`config.mk`:
```
export PLATFORM = sky130hd
export DESIGN_NAME = mem_port_arbiter
export DESIGN_NICKNAME = d
export VERILOG_FILES = /design/src/rtl/mem_port_arbiter_pkg.sv /design/src/rtl/mem_lane_align.sv /design/src/rtl/mem_port_arbiter.sv
export SDC_FILE = /design/constraint.sdc
export NUM_CORES = 1
export LEC_CHECK = 0
export ABC_AREA = 0
export CAP_MARGIN = 20
export CORE_UTILIZATION = 44
export DETAILED_ROUTE_END_ITERATION = 10
export PLACE_DENSITY_LB_ADDON = 0.05
export SYNTH_ARGS = -nofsm -noshare
export SYNTH_HDL_FRONTEND = slang
export SYNTH_SLANG_ARGS = --single-unit
```
`constraint.sdc`:
```
create_clock -name clk -period 2.5 [get_ports clk]
set_input_delay 0.25 -clock clk [delete_from_list [all_inputs] [get_ports clk]]
set_output_delay 0.25 -clock clk [all_outputs]
set_load 0.01 [all_outputs]
```
`src/rtl/mem_port_arbiter_pkg.sv`:
```
// Shared memory-access definitions: access-type codes, data width and the memory command payload.
package mem_port_arbiter_pkg;

  localparam int unsigned DWIDTH       = 32;
  localparam int unsigned MEM_TYPE_LEN = 3;
  localparam int unsigned BE_W         = DWIDTH / 8;

  // Access-type codes, shared with the control unit's mem_type (funct3 encoding)
  localparam logic [MEM_TYPE_LEN-1:0] MEM_B  = MEM_TYPE_LEN'(0);
  localparam logic [MEM_TYPE_LEN-1:0] MEM_H  = MEM_TYPE_LEN'(1);
  localparam logic [MEM_TYPE_LEN-1:0] MEM_W  = MEM_TYPE_LEN'(2);
  localparam logic [MEM_TYPE_LEN-1:0] MEM_BU = MEM_TYPE_LEN'(4);
  localparam logic [MEM_TYPE_LEN-1:0] MEM_HU = MEM_TYPE_LEN'(5);

  typedef enum logic {
    OWN_IF = 1'b0,
    OWN_D  = 1'b1
  } owner_e;

  // Request presented on the memory port
  typedef struct packed {
    logic              we;
    logic [DWIDTH-1:0] addr;
    logic [BE_W-1:0]   be;
    logic [DWIDTH-1:0] wdata;
  } mem_cmd_t;

endpackage

```
`src/rtl/mem_lane_align.sv`:
```
// Byte-lane alignment: store byte enables / data replication, load extract / extend, misalignment check.
module mem_lane_align
  import mem_port_arbiter_pkg::*;
(
  input  logic [MEM_TYPE_LEN-1:0] req_type_i,
  input  logic [1:0]              req_lane_i,
  input  logic [DWIDTH-1:0]       req_wdata_i,
  output logic [BE_W-1:0]         st_be_o,
  output logic [DWIDTH-1:0]       st_wdata_o,
  output logic                    misaligned_o,
  input  logic [MEM_TYPE_LEN-1:0] rsp_type_i,
  input  logic [1:0]              rsp_lane_i,
  input  logic [DWIDTH-1:0]       rsp_rdata_i,
  output logic [DWIDTH-1:0]       ld_data_o
);

  logic [7:0]  ld_byte;
  logic [15:0] ld_half;

  // Illegal type codes and unnatural alignment are both reported as errors
  always_comb begin
    misaligned_o = 1'b0;
    case (req_type_i)
      MEM_B, MEM_BU: misaligned_o = 1'b0;
      MEM_H, MEM_HU: misaligned_o = req_lane_i[0];
      MEM_W:         misaligned_o = (req_lane_i != 2'b00);
      default:       misaligned_o = 1'b1;
    endcase
  end

  // Store lanes: the width bits of the type select the replication pattern
  always_comb begin
    st_be_o    = 4'b1111;
    st_wdata_o = req_wdata_i;
    case (req_type_i[1:0])
      2'b00: begin
        st_be_o    = 4'b0001 << req_lane_i;
        st_wdata_o = {4{req_wdata_i[7:0]}};
      end
      2'b01: begin
        st_be_o    = 4'b0011 << {req_lane_i[1], 1'b0};
        st_wdata_o = {2{req_wdata_i[15:0]}};
      end
      default: begin
        st_be_o    = 4'b1111;
        st_wdata_o = req_wdata_i;
      end
    endcase
  end

  // Load extract and sign/zero extension from the lane captured with the request
  always_comb begin
    ld_byte   = rsp_rdata_i[{rsp_lane_i, 3'b000} +: 8];
    ld_half   = rsp_rdata_i[{rsp_lane_i[1], 4'b0000} +: 16];
    ld_data_o = rsp_rdata_i;
    case (rsp_type_i)
      MEM_B:   ld_data_o = {{(DWIDTH-8){ld_byte[7]}}, ld_byte};
      MEM_BU:  ld_data_o = {{(DWIDTH-8){1'b0}}, ld_byte};
      MEM_H:   ld_data_o = {{(DWIDTH-16){ld_half[15]}}, ld_half};
      MEM_HU:  ld_data_o = {{(DWIDTH-16){1'b0}}, ld_half};
      default: ld_data_o = rsp_rdata_i;
    endcase
  end

endmodule

```
`src/rtl/mem_port_arbiter.sv`:
```
// Shares one memory port between instruction fetch and load/store traffic, one transaction at a time.
module mem_port_arbiter
  import mem_port_arbiter_pkg::*;
#(
  parameter int unsigned STARVE_LIMIT = 4
) (
  input  logic                    clk,
  input  logic                    rst_n,
  input  logic                    if_req_i,
  input  logic [DWIDTH-1:0]       if_addr_i,
  output logic                    if_gnt_o,
  output logic                    if_rvalid_o,
  output logic [DWIDTH-1:0]       if_rdata_o,
  input  logic                    d_req_i,
  input  logic                    d_we_i,
  input  logic [MEM_TYPE_LEN-1:0] d_type_i,
  input  logic [DWIDTH-1:0]       d_addr_i,
  input  logic [DWIDTH-1:0]       d_wdata_i,
  output logic                    d_gnt_o,
  output logic                    d_rvalid_o,
  output logic [DWIDTH-1:0]       d_rdata_o,
  output logic                    d_err_o,
  output logic                    mem_req_o,
  output logic                    mem_we_o,
  output logic [DWIDTH-1:0]       mem_addr_o,
  output logic [BE_W-1:0]         mem_be_o,
  output logic [DWIDTH-1:0]       mem_wdata_o,
  input  logic                    mem_gnt_i,
  input  logic                    mem_rvalid_i,
  input  logic [DWIDTH-1:0]       mem_rdata_i
);

  localparam int unsigned CNT_W = $clog2(STARVE_LIMIT + 1);
  localparam logic [DWIDTH-1:0] WORD_MASK = ~DWIDTH'(3);

  typedef enum logic [1:0] {
    S_IDLE = 2'd0,
    S_REQ  = 2'd1,
    S_WAIT = 2'd2
  } state_e;

  state_e                  state_q;
  logic [CNT_W-1:0]        starve_q;
  mem_cmd_t                cmd_q, cmd_d;
  owner_e                  owner_q;
  logic [MEM_TYPE_LEN-1:0] type_q;
  logic [1:0]              lane_q;
  logic                    mem_req_q;
  logic                    if_rvalid_q, d_rvalid_q, d_err_q;
  logic [DWIDTH-1:0]       if_rdata_q, d_rdata_q;

  logic                    fetch_win, data_win, idle;
  logic [BE_W-1:0]         st_be;
  logic [DWIDTH-1:0]       st_wdata, ld_data;
  logic                    misaligned;

  mem_lane_align u_align (
    .req_type_i   (d_type_i),
    .req_lane_i   (d_addr_i[1:0]),
    .req_wdata_i  (d_wdata_i),
    .st_be_o      (st_be),
    .st_wdata_o   (st_wdata),
    .misaligned_o (misaligned),
    .rsp_type_i   (type_q),
    .rsp_lane_i   (lane_q),
    .rsp_rdata_i  (mem_rdata_i),
    .ld_data_o    (ld_data)
  );

  // Arbitration: data wins conflicts unless fetch has been passed over STARVE_LIMIT times
  always_comb begin
    fetch_win = if_req_i & (~d_req_i | (starve_q == CNT_W'(STARVE_LIMIT)));
    data_win  = d_req_i & ~fetch_win;
    idle      = (state_q == S_IDLE) & rst_n;
    if_gnt_o  = idle & fetch_win;
    d_gnt_o   = idle & data_win;
  end

  // Memory command built from the winning requester's inputs in the grant cycle
  always_comb begin
    cmd_d = '0;
    if (fetch_win) begin
      cmd_d.we    = 1'b0;
      cmd_d.addr  = if_addr_i & WORD_MASK;
      cmd_d.be    = 4'b1111;
      cmd_d.wdata = '0;
    end else begin
      cmd_d.we    = d_we_i;
      cmd_d.addr  = d_addr_i & WORD_MASK;
      cmd_d.be    = d_we_i ? st_be : 4'b1111;
      cmd_d.wdata = st_wdata;
    end
  end

  // Transaction FSM, starvation counter and registered responses
  always_ff @(posedge clk or negedge rst_n) begin
    if (!rst_n) begin
      state_q     <= S_IDLE;
      starve_q    <= '0;
      cmd_q       <= '0;
      owner_q     <= OWN_IF;
      type_q      <= '0;
      lane_q      <= '0;
      mem_req_q   <= 1'b0;
      if_rvalid_q <= 1'b0;
      if_rdata_q  <= '0;
      d_rvalid_q  <= 1'b0;
      d_rdata_q   <= '0;
      d_err_q     <= 1'b0;
    end else begin
      if_rvalid_q <= 1'b0;
      d_rvalid_q  <= 1'b0;
      d_err_q     <= 1'b0;
      case (state_q)
        S_IDLE: begin
          if (if_gnt_o) begin
            cmd_q     <= cmd_d;
            owner_q   <= OWN_IF;
            mem_req_q <= 1'b1;
            starve_q  <= '0;
            state_q   <= S_REQ;
          end else if (d_gnt_o) begin
            if (if_req_i && (starve_q != CNT_W'(STARVE_LIMIT))) begin
              starve_q <= starve_q + CNT_W'(1);
            end
            if (misaligned) begin
              d_rvalid_q <= 1'b1;
              d_err_q    <= 1'b1;
              d_rdata_q  <= '0;
            end else begin
              cmd_q     <= cmd_d;
              owner_q   <= OWN_D;
              type_q    <= d_type_i;
              lane_q    <= d_addr_i[1:0];
              mem_req_q <= 1'b1;
              state_q   <= S_REQ;
            end
          end
        end
        S_REQ: begin
          if (mem_gnt_i) begin
            mem_req_q <= 1'b0;
            state_q   <= S_WAIT;
          end
        end
        S_WAIT: begin
          if (mem_rvalid_i) begin
            state_q <= S_IDLE;
            if (owner_q == OWN_IF) begin
              if_rvalid_q <= 1'b1;
              if_rdata_q  <= mem_rdata_i;
            end else begin
              d_rvalid_q <= 1'b1;
              d_rdata_q  <= cmd_q.we ? '0 : ld_data;
            end
          end
        end
        default: state_q <= S_IDLE;
      endcase
    end
  end

  assign mem_req_o   = mem_req_q;
  assign mem_we_o    = cmd_q.we;
  assign mem_addr_o  = cmd_q.addr;
  assign mem_be_o    = cmd_q.be;
  assign mem_wdata_o = cmd_q.wdata;
  assign if_rvalid_o = if_rvalid_q;
  assign if_rdata_o  = if_rdata_q;
  assign d_rvalid_o  = d_rvalid_q;
  assign d_rdata_o   = d_rdata_q;
  assign d_err_o     = d_err_q;

endmodule
```
==> impl_metrics.toml, run 1 <==
[status]
status = "complete, no violations"

[grt]
overflow = 0
grt_max_degree = 145
grt_pass1_wl_um = 32300
antenna_found_initial = 0
grt_pass1_vias = 6063
grt_usage = 0.252

[clock_network]
cts_resized = 0
htreeDepth = 4
cts.sinks = 146
cts_root_buf = "clkbuf_16"
postCtsSetupBuffers = 0
insertion_delay_ns = 0.42
cts-buffers-inserted = 17
clock_path_buffers = 2
cts_tree = "yes"
clk_pin_slew_ns = 0.06

[floorplan]
start_util = 0.449
die_h_um = 129
core_area_sq_mm = 0.0158
dieWidth_um = 129
rows = 46
dieArea_sq_mm = 0.0166
ios = 277

[routing]
routedWlPerCell_um = 19.0
ant_nets = 0
drt_iter0_markers = 360
vias = 5888
drc = 0
first_pass_iters = 5
viasPerCell = 5.38
wirelength_um = 20700

[sta]
maxSlewViolCount = 0
worst_slew_pin_slew_ns = 1.04
hold_violations = 0
fin_worst_skew_ns = 0.00829
setup_viol = 0
fin_crit_sh = 0.928
rsz0062_at_grt = "no"
slew_headroom = 0.307
min_period_ns = 2.32
max_freq_mhz = 431

[synthesis]
syn_area_per_cell_sq_um = 12.1
synth_edf_count = 0
ys_ff_latch = 146
synth_top_area_cell = "dfrtp_1"
ys_warn_count = 0
seq_area_frac_synth = 0.515
synth_top_area_frac = 0.515
syn_area_sq_mm = 0.00710
synthTopCellsByArea = "dfrtp_1, mux2_2, mux2i_1, mux2_1, o21ai_0"
syn_inst = 588
synth.distinct_cells = 54
synthFlopType = "dfrtp_1"
synthArstFlopShare = 1.00

[setup_path]
setup.worst_path.end_class = "output pin"
slowest_delay_ns = 0.57
path_class = "primary input to output pin"
ff2ff_setup_slack_ns = 0.40
rr_worst_depth = 8
arrival_ns = 2.07
crit_cells = 6
critPathBufInv = 4
crit_fanout = 5
worstPathRequired_ns = 2.25
crit_family = "buffers and inverters"
worstPathCellList = "dlygate4sd3_1 > buf_6 > nor3b_1 > buf_4 > and3_1 > clkdlybuf4s50_1"
endpoint = "if_gnt_o"
rr_startpoint = "starve_q[0]"
crit_path_start_kind = "primary input"
crit_start = "rst_n"
slowest_stage = "dlygate4sd3_1"
rr_endpoint = "mem_wdata_o[29]"

[finish]
regArea_sq_mm = 0.00365
drive_gt1_frac = 0.162
fillers = 1203
layout_common_cells = "clkdlybuf4s50_1, dfrtp_1, mux2_2"
area_delta_synth_final_pct = 50.6
layout_commonest_cell = "clkdlybuf4s50_1"
n_antenna_cell = 0
multi_input_area_sq_mm = 0.00309
fin_nets = 1005
finalInstanceArea_sq_mm = 0.0107

[power_and_ir_drop]
clkPwrFrac = 0.225
p_sw_w = 0.00351
fin_total_pwr_w = 0.0106
p_per_area_mw_per_mm2 = 996
p_comb_frac = 0.420
swShare = 0.329
leakagePower_nw = 4.59
p_int_w = 0.00714
power_frac_seq = 0.355
vdd_drop_max_mv = 0.601

[placed_design]
portBuffers = 272
place.gp.congestion = 0.831
dp_hpwl_um = 15000
placed_area_sq_mm = 0.0101

[flow_run]
maxCapViolCount = 0

[hold_path]
hold_class = "primary input to async pin"
## how the worst min path moves through the flow
stage / from / slack (ns) / end
global placement: rst_n / 0.04 / state_q[0]
floorplan: rst_n / -0.05 / d_err_o
finish: rst_n / 0.22 / state_q[0]
global route: rst_n / 0.23 / state_q[0]
detailed placement: rst_n / 0.04 / owner_q
CTS: rst_n / 0.22 / state_q[0]
## stage by stage
stage	worst slack, ns	utilization	std cells	hold slack, ns	setup TNS (ns)
after global placement	-0.0460	0.639	1059	0.0384	-0.673
after floorplan	0.481	-	589	-0.0456	0
after detailed placement	-0.0126	0.639	1060	0.0380	-0.0126
after CTS	0.153	0.675	1093	0.215	0
after global routing	0.0653	0.676	1094	0.234	0
final	0.181	0.676	1094	0.223	0
## cells by family (layout without fill, tap and decap cells)
family	after synthesis	in the layout	synth area share
compound gates	152	152	0.162
mux	136	136	0.214
flops	146	146	0.515
buf+inv	81	370	0.0523
simple gates	70	70	0.0530
fa+ha+maj	2	2	0.00352
other cells	1	2	0.000528
## timing repair
| action | in CTS | in global routing |
|---|---|---|
| hold buffers | 1 | 0 |
| setup endpoints to repair | 0 | 0 |
| hold endpoints to repair | 2 | 0 |
## sequential cells by signal (all words and copies together), names as in the netlist
signal and count:
owner_q 1, starve_q 3, type_q 3, mem_we_o 1, mem_wdata_o 32, if_rvalid_o 1, mem_req_o 1, if_rdata_o 32
d_rdata_o 32, d_rvalid_o 1, state_q 2, lane_q 2, mem_be_o 4, mem_addr_o 30, d_err_o 1
## synth_stat cells (6+ instances only)
cell / count
a221o_1: 9
nor2_1: 6
a21oi_1: 9
o21ai_0: 33
o2bb2ai_1: 8
nor3_1: 6
o21ai_1: 7
mux2i_1: 38
mux2_1: 30
a22o_1: 11
dfrtp_1: 146
o22ai_1: 9
a22oi_1: 8
buf_2: 12
nand2_1: 29
inv_1: 37
mux2_2: 65
o31ai_1: 8
a21o_1: 17
clkbuf_1: 22
a32o_1: 16
## layout make-up
| class | count | area share |
|---|---|---|
| clock buffers | 20 | 0.0427 |
| repair buffers | 301 | 0.279 |
| multi-input cells | 362 | 0.289 |
| well taps | 216 | 0.0253 |
| inverters | 37 | 0.0130 |
| flip-flops and latches | 146 | 0.342 |
| clock inverters | 12 | 0.00913 |
## metal layers
layer | GRT usage | part of all wire
met1 | 0.298 | 0.39
met2 | 0.445 | 0.51
met3 | 0.0690 | 0.075
met4 | 0.0817 | 0.019
met5 | 0 | 0
## power by group through the flow
stage / clock (W) / combinational [W] / sequential (W)
detailed placement: 0 / 0.00447 / 0.00381
finish: 0.00240 / 0.00447 / 0.00378
global route: 0.00253 / 0.00477 / 0.00391
global placement: 0 / 0.00436 / 0.00376
CTS: 0.00244 / 0.00449 / 0.00379
floorplan: 0 / 0.00170 / 0.00409
Note: power is estimated with default switching activity, not from simulation.
==> run 2: changes to the inputs <==
Settings changed: GPL_ROUTABILITY_DRIVEN from default to 0, MAX_ROUTING_LAYER from default to met4.
==> run 2 against run 1 <==
  * Combinational power is essentially flat
  * Register-to-register slack is essentially flat
  * Cell area is the same
  * Largest power group unchanged
  * Clock power is essentially flat
==> impl_metrics.toml, run 2 (same netlist as run 1, synthesis figures left out) <==
[status]
status = "complete, no violations"

[setup_path]
crit_start = "rst_n"
setup.worst_path.end_class = "output pin"
arrival_ns = 2.08
path_class = "primary input to output pin"
rr_startpoint = "starve_q[0]"
crit_path_start_kind = "primary input"
worstPathRequired_ns = 2.25
crit_fanout = 5

[floorplan]
core_area_sq_mm = 0.0158
dieWidth_um = 129
dieArea_sq_mm = 0.0166
ios = 277
die_h_um = 129
rows = 46
start_util = 0.449

[sta]
min_period_ns = 2.33
rsz0062_at_grt = "no"
fin_crit_sh = 0.931
tns_ns = 0
fin_worst_skew_ns = 0.00822
slew_headroom = 0.306
hold_violations = 0
setup_viol = 0
maxSlewViolCount = 0
max_freq_mhz = 430
fin_hold_ws_ns = 0.227
setup_slack_ns = 0.173
worst_slew_pin_slew_ns = 1.04

[finish]
layout_commonest_cell = "clkdlybuf4s50_1"
layout_common_cells = "clkdlybuf4s50_1, dfrtp_1, mux2_2"
final_core_util = 0.676
drive_gt1_frac = 0.162
area_delta_synth_final_pct = 50.6
fin_nets = 1005
fillers = 1203
n_antenna_cell = 0

[clock_network]
cts_root_buf = "clkbuf_16"
cts_tree = "yes"
postCtsSetupBuffers = 0
htreeDepth = 4
insertion_delay_ns = 0.42
cts.sinks = 146
cts-buffers-inserted = 17
clock_path_buffers = 2
clk_pin_slew_ns = 0.06

[placed_design]
portBuffers = 272
dp_hpwl_um = 15000
place_ws_ns = -0.0126

[routing]
drt_iter0_markers = 357
first_pass_iters = 5
wirelength_um = 20700
drc = 0
routedWlPerCell_um = 19.0
viasPerCell = 5.39
ant_nets = 0
vias = 5901

[power_and_ir_drop]
vdd_drop_max_mv = 0.602
p_per_area_mw_per_mm2 = 996
leakagePower_nw = 4.59

[grt]
use_met2 = 0.445
grtUsageMet3 = 0.0611
grt_pass1_vias = 6068
busiest_layer = "met2"
overflow = 0
grt_use_met1 = 0.303
grt_max_degree = 145
grt_pass1_wl_um = 32200
grt_usage = 0.260
antenna_found_initial = 0

[flow_run]
maxCapViolCount = 0

[hold_path]
hold_class = "primary input to async pin"
-- run 2: report_power, final --
part	leakage, nW	switching (W)	internal, W
Clock	0.264	0.00106	0.00134
Combinational	2.50	0.00190	0.00257
Sequential	1.83	0.000552	0.00323
-- run 2: repair_timing --
action,4_1_cts,5_1_grt
gates resized for setup,0,0
hold endpoints to repair,2,0
hold buffers,1,0
-- run 2: worst max-delay path: stages --
cell and delay [ns]:
dlygate4sd3_1 0.58, buf_6 0.14, nor3b_1 0.19, buf_4 0.16, and3_1 0.19, clkdlybuf4s50_1 0.56
-- run 2: cell type report --
type,instances,area (sq um),share of cell area
sequential,146,3650,0.342
clock buffer,20,457,0.0427
multi-input combinational,362,3090,0.289
timing repair buffer,301,2990,0.279
inverter,37,139,0.0130
clock inverter,12,97.6,0.00913
tap,216,270,0.0253
-- run 2: routing by layer --
layer	part of all wire	vias up
met2	0.52	253
li1	-	2715
met3	0.071	31
met1	0.39	2902
met4	0.019	0
met5	0	-
-- run 2: stage by stage --
step	total power [W]	cells	area (sq um)
final	0.0107	1094	10700
after global routing	0.0112	1094	10700
after CTS	0.0107	1093	10700
after detailed placement	0.00828	1060	10100
after global placement	0.00812	1059	10100
after floorplan	0.00579	589	7100
-- run 2: worst paths after layout --
check / to / slack [ns] / cells past startpoint
max in group asynchronous: mem_addr_o[13] / 1.37 / 3
setup reg to reg: mem_wdata_o[29] / 0.39 / 8
hold / removal: state_q[0] / 0.23 / 2
setup / recovery: if_gnt_o / 0.17 / 6
min in group clk: state_q[0] / 0.45 / 2
hold reg to reg: d_rdata_o[15] / 0.48 / 2
